**src/rtl/sdram_chan_arbiter.sv**
```systemverilog
// sdram_chan_arbiter: shares one edge-triggered SDRAM controller channel
// between N level req/ack clients. Supports round-robin or fixed priority.
// Every strobe rises from a low cycle, so the controller's edge detector
// always re-arms. A watchdog re-issues a strobe that the controller missed.
module sdram_chan_arbiter #(
  parameter int N          = 4,
  parameter int FIXED_PRIO = 0,
  parameter int WD_CYCLES  = 31
) (
  input  logic            clk,
  input  logic            reset,
  input  logic [N-1:0]    cli_req,
  input  logic [N-1:0]    cli_we,
  input  logic [2*N-1:0]  cli_be,
  input  logic [24*N-1:0] cli_addr,
  input  logic [16*N-1:0] cli_din,
  output logic [N-1:0]    cli_ack,
  output logic [15:0]     cli_dout,
  output logic [23:0]     mem_addr,
  output logic            mem_rd,
  output logic            mem_wrl,
  output logic            mem_wrh,
  output logic [15:0]     mem_din,
  input  logic [15:0]     mem_dout,
  input  logic            mem_busy
);
  localparam int IW = (N > 1) ? $clog2(N) : 1;
  localparam int WW = $clog2(WD_CYCLES + 1);

  typedef enum logic [2:0] {S_SYNC, S_IDLE, S_ISSUE, S_GAP, S_WAIT} state_t;

  state_t         state_q, state_d;
  logic [IW-1:0]  ptr_q, ptr_d, win_q, win_d, arb_idx;
  logic           we_q, we_d;
  logic [1:0]     be_q, be_d;
  logic [WW-1:0]  wd_q, wd_d;
  logic [23:0]    addr_q, addr_d;
  logic [15:0]    din_q, din_d, dout_q, dout_d;
  logic           rd_q, rd_d, wrl_q, wrl_d, wrh_q, wrh_d;
  logic [N-1:0]   ack_q, ack_d;
  int             sel;

  // Winner selection: the last hit in the reversed scan is the first in priority order.
  always_comb begin
    arb_idx = '0;
    if (FIXED_PRIO != 0) begin
      for (int i = N-1; i >= 0; i--)
        if (cli_req[i]) arb_idx = IW'(i);
    end else begin
      for (int i = N; i >= 1; i--)
        if (cli_req[(int'(ptr_q) + i) % N]) arb_idx = IW'((int'(ptr_q) + i) % N);
    end
  end

  // Next-state and registered-output logic.
  always_comb begin
    state_d = state_q;
    ptr_d   = ptr_q;
    win_d   = win_q;
    we_d    = we_q;
    be_d    = be_q;
    wd_d    = wd_q;
    addr_d  = addr_q;
    din_d   = din_q;
    dout_d  = dout_q;
    rd_d    = rd_q;
    wrl_d   = wrl_q;
    wrh_d   = wrh_q;
    ack_d   = '0;
    sel     = int'(arb_idx);
    case (state_q)
      S_SYNC: if (!mem_busy) state_d = S_IDLE;
      S_IDLE: begin
        // No arbitration in an ack cycle: a held req becomes eligible the cycle after.
        if ((|cli_req) && !mem_busy && (ack_q == '0)) begin
          win_d  = arb_idx;
          we_d   = cli_we[sel];
          be_d   = cli_be[2*sel +: 2];
          addr_d = cli_addr[24*sel +: 24];
          din_d  = cli_din[16*sel +: 16];
          if (FIXED_PRIO == 0) ptr_d = arb_idx;
          if (cli_we[sel] && (cli_be[2*sel +: 2] == 2'b00)) begin
            // Empty write: nothing to send to memory, just acknowledge.
            ack_d[sel] = 1'b1;
          end else begin
            rd_d    = ~cli_we[sel];
            wrl_d   = cli_we[sel] & cli_be[2*sel];
            wrh_d   = cli_we[sel] & cli_be[2*sel+1];
            wd_d    = '0;
            state_d = S_ISSUE;
          end
        end
      end
      S_ISSUE: begin
        if (mem_busy) begin
          state_d = S_WAIT;
        end else if (wd_q == WW'(WD_CYCLES - 1)) begin
          // Strobe went unnoticed: drop it for one cycle to make a fresh edge.
          rd_d    = 1'b0;
          wrl_d   = 1'b0;
          wrh_d   = 1'b0;
          wd_d    = '0;
          state_d = S_GAP;
        end else begin
          wd_d = wd_q + 1'b1;
        end
      end
      S_GAP: begin
        rd_d    = ~we_q;
        wrl_d   = we_q & be_q[0];
        wrh_d   = we_q & be_q[1];
        state_d = S_ISSUE;
      end
      S_WAIT: begin
        if (!mem_busy) begin
          rd_d   = 1'b0;
          wrl_d  = 1'b0;
          wrh_d  = 1'b0;
          if (!we_q) dout_d = mem_dout;
          ack_d[win_q] = 1'b1;
          state_d = S_IDLE;
        end
      end
      default: state_d = S_SYNC;
    endcase
  end

  // State and output registers; reset overrides everything in the same cycle.
  always_ff @(posedge clk) begin
    if (reset) begin
      state_q <= S_SYNC;
      ptr_q   <= IW'(N - 1);
      win_q   <= '0;
      we_q    <= 1'b0;
      be_q    <= 2'b00;
      wd_q    <= '0;
      addr_q  <= '0;
      din_q   <= '0;
      dout_q  <= '0;
      rd_q    <= 1'b0;
      wrl_q   <= 1'b0;
      wrh_q   <= 1'b0;
      ack_q   <= '0;
    end else begin
      state_q <= state_d;
      ptr_q   <= ptr_d;
      win_q   <= win_d;
      we_q    <= we_d;
      be_q    <= be_d;
      wd_q    <= wd_d;
      addr_q  <= addr_d;
      din_q   <= din_d;
      dout_q  <= dout_d;
      rd_q    <= rd_d;
      wrl_q   <= wrl_d;
      wrh_q   <= wrh_d;
      ack_q   <= ack_d;
    end
  end

  assign cli_ack  = ack_q;
  assign cli_dout = dout_q;
  assign mem_addr = addr_q;
  assign mem_din  = din_q;
  assign mem_rd   = rd_q;
  assign mem_wrl  = wrl_q;
  assign mem_wrh  = wrh_q;
endmodule

```
**config.mk**
```make
export PLATFORM = sky130hd
export DESIGN_NAME = sdram_chan_arbiter
export DESIGN_NICKNAME = d
export VERILOG_FILES = /design/src/rtl/sdram_chan_arbiter.sv
export SDC_FILE = /design/constraint.sdc
export NUM_CORES = 1
export LEC_CHECK = 0
export BUFFER_PORTS_ARGS = -buffer_cell sky130_fd_sc_hd__buf_2
export CAP_MARGIN = 20
export CORE_MARGIN = 3
export CORE_UTILIZATION = 45
export CTS_CLUSTER_SIZE = 8
export DETAILED_ROUTE_END_ITERATION = 8
export PLACE_DENSITY = 0.86
export SYNTH_ARGS = -nofsm -noshare
export SYNTH_HDL_FRONTEND = slang
export SYNTH_SLANG_ARGS = --single-unit
export TNS_END_PERCENT = 5
```
**constraint.sdc**
```tcl
create_clock -name clk -period 6.96 [get_ports clk]
set_clock_uncertainty 0.1 [all_clocks]
set_input_delay 1.392 -clock clk [delete_from_list [all_inputs] [get_ports clk]]
set_output_delay 1.392 -clock clk [all_outputs]
set_load 0.005 [all_outputs]
```
==> results.py <==
metrics = {
    "placed_design": {
        "gp_congestion": 0.859,
        "dp_hpwl_mm": 10.3,
        "place_ws_ps": 2690,
        "placed_cells": 945,
        "io_buffers": 257,
    },
    "clock_network": {
        "insertion_delay_ps": 350,
        "cts_buffers": 9,
        "htreeDepth": 3,
        "cts_buffer_depth": 2,
        "cts_tree": "built",
        "cts_resized": 0,
        "cts_root_buf": "clkbuf_8",
        "cts-hold-fix-buffers": 0,
        "clkTransAtPathRegs_ps": 90,
        "cts_post_setup_buffers_inserted": 0,
        "clock_sinks": 78,
    },
    "sta": {
        "rsz0062_at_grt": "no",
        "tns_ps": 0,
        "slew_violations": 0,
        "hold_ws_ps": 354,
        "period_minus_slack_ps": 3950,
        "fin_ws_ps": 3010,
        "worst_slew_margin_rel_pct": 32.6,
        "worstMarginPinSlew_ps": 1010,
        "finalHoldViolations": 0,
        "fmax_mhz": 253,
        "finalSetupViolations": 0,
        "fin_crit_sh_pct": 56.8,
    },
    "drt": {
        "drt_iter0_markers": 242,
        "dr.pass1.iters": 5,
        "wl_per_cell_um": 14.7,
        "avgViaCountPerCell": 5.37,
        "ant_nets": 0,
        "drc": 0,
        "vias": 5160,
        "drt-total-wl_mm": 14.1,
    },
    "critical_path": {
        "cp.depth": 7,
        "reg2reg_from": "ptr_q[1]",
        "critPathSlowestCell": "nand2b_2",
        "startpoint_type": "input port",
        "cp_num_buf_inv": 2,
        "worst_path_dominant_cell_family": "simple AND/OR/NAND/NOR gates",
        "r2r_slack_ps": 3790,
        "startpoint": "cli_req[3]",
        "timing.critical_path.fanout_max": 46,
        "cp.required_ps": 7090,
        "endpoint": "ptr_q[1]",
        "slowest_delay_ps": 770,
        "crit_path_end_kind": "flop",
        "timing.rr.end": "state_q[0]",
        "r2r_cells": 8,
        "crit_arrival_ps": 4090,
        "cp_cell_sequence": "buf_2, or2_1, o31ai_1, nand2b_2, buf_4, nor2_1, a211o_1",
        "critPathKind": "in2reg",
    },
    "status": {
        "status": "finished clean",
    },
    "grt": {
        "grt_overflow": 0,
        "grt_max_degree": 91,
        "first_global_vias": 4512,
        "grt_antenna_before_repair": 0,
        "gr-usage-all-layers_pct": 23.3,
        "grt_pass1_wl_mm": 21.4,
    },
    "finish": {
        "postLayoutCoreUtil_pct": 63.0,
        "diodes": 0,
        "final_cells": 961,
        "layout.nets": 1024,
        "area_delta_synth_final_pct": 33.1,
        "drive_gt1_share_pct": 35.0,
        "n_fill_cell": 877,
    },
    "logic_synthesis": {
        "yosys_register_bits": 78,
        "ys_seq_area_share_pct": 35.1,
        "synthesis.area_um2": 4450,
        "synthArstFlopShare_pct": 0,
        "syn_nets": 804,
        "synth_edf_count": 0,
        "synth_top_flop_cell": "dfxtp_1",
        "yosysWarnings": 0,
        "synthesis.instances": 607,
        "avgSynthCellArea_um2": 7.34,
        "synthDistinctLibCells": 46,
    },
    "flow_run": {
        "cap_violations": 0,
    },
    "floorplanning": {
        "coreArea_um2": 9420,
        "die_h_um": 105,
        "initial_core_util_pct": 47.3,
        "num_io_pins": 258,
        "dieArea_um2": 11100,
        "rows": 35,
        "die_w_um": 105,
    },
    "pwr": {
        "power.density_nw_per_um2": 178,
        "leakage_nw": 2.69,
        "peakVddDrop_v": 0.0000796,
    },
    "hold_path": {
        "hp-class": "reg2reg",
    },
}
[through the flow]
stage               total power [mW]  cell area (µm²)
finish                          1.06             5930
global route                    1.12             5930
global placement               0.746             5750
floorplan                      0.649             4450
detailed placement             0.750             5750
CTS                             1.07             5930
[layout by cell type, fill, tap and decap left out, drive strengths merged, types with 7 or more instances in the layout]
| master | count |
|---|---|
| nand2 | 128 |
| a211oi | 41 |
| o21ai | 13 |
| dfxtp | 78 |
| a311oi | 41 |
| and2 | 41 |
| a21oi | 67 |
| nor2 | 62 |
| nor3 | 12 |
| buf | 262 |
| nand3 | 7 |
| mux2i | 9 |
| clkbuf | 9 |
| nand2b | 11 |
[tightest hold or removal path, stage by stage, from the launching register on]
cell and delay (ps):
dfxtp_1 320, nand2_1 50, a21oi_1 50
[cell usage after synthesis (2+ instances only)]
cell	count	share of area, %
dfxtp_1	78	35
buf_1	3	0.25
clkbuf_1	44	3.7
or2_2	2	0.28
nor2b_1	3	0.42
nor3_1	12	1.3
o31a_1	3	0.59
buf_2	4	0.45
o21ai_0	7	0.79
o221a_1	2	0.51
a311oi_1	41	8.1
nor2_1	62	5.2
a211o_1	2	0.39
mux2_2	3	0.76
a21oi_1	67	7.5
o31ai_1	6	1.0
o21ai_1	5	0.56
buf_6	2	0.51
nand4_1	4	0.56
nand3_1	7	0.79
nand2_1	128	11
mux2i_1	7	1.6
nand2b_1	11	1.5
and2_1	41	5.8
a211oi_1	41	6.9
ha_1	2	0.56
[sequential cells by signal, summed over array words and instances, names as in the netlist]
register	count
cli_dout	16
cli_ack	4
mem_wrh	1
wd_q	5
state_q	3
we_q	1
win_q	2
be_q	2
mem_addr	24
mem_din	16
mem_wrl	1
mem_rd	1
ptr_q	2
[layout make-up]
cell class / instances / area, µm² / area share, %
Clock buffer: 9 / 124 / 2.09
Clock inverter: 7 / 57.6 / 0.971
Inverter: 1 / 3.75 / 0.0633
Multi-Input combinational cell: 475 / 2700 / 45.5
Sequential cell: 78 / 1560 / 26.3
Tap cell: 129 / 161 / 2.72
Timing Repair Buffer: 262 / 1320 / 22.3
[how the worst min path moves through the flow]
stage / start / end / cells after the start
2_1_floorplan: be_q[0] / be_q[0] / 2
3_3_place_gp: cli_dout[0] / cli_dout[0] / 2
3_5_place_dp: cli_dout[9] / cli_dout[9] / 2
4_1_cts: cli_dout[9] / cli_dout[9] / 2
5_1_grt: cli_dout[9] / cli_dout[9] / 2
6_report: cli_dout[9] / cli_dout[9] / 2
[layer usage]
metal	vias to the layer above	routed length (µm)	global-route usage, %
li1	2603	-	-
met1	2330	5600	27.7
met2	210	7350	41.9
met3	17	917	4.84
met4	0	213	7.31
met5	-	0	0
[logic make-up after synthesis]
| group | share of synthesized area (%) |
|---|---|
| adder cells (fa/ha/maj) | 0.562 |
| multiplexers | 3.15 |
| AO/OA/AOI/OAI | 28.3 |
| AND/OR/NAND/NOR | 27.8 |
| buffers and inverters | 5.00 |
| XOR/XNOR | 0.197 |
| flip-flops | 35.1 |
[where the power goes]
part	switching, mW	internal, mW
clock	0.182	0.134
combinational	0.149	0.117
sequential	0.0124	0.463
total	0.343	0.714
Note: power is estimated with default switching activity, not from simulation.
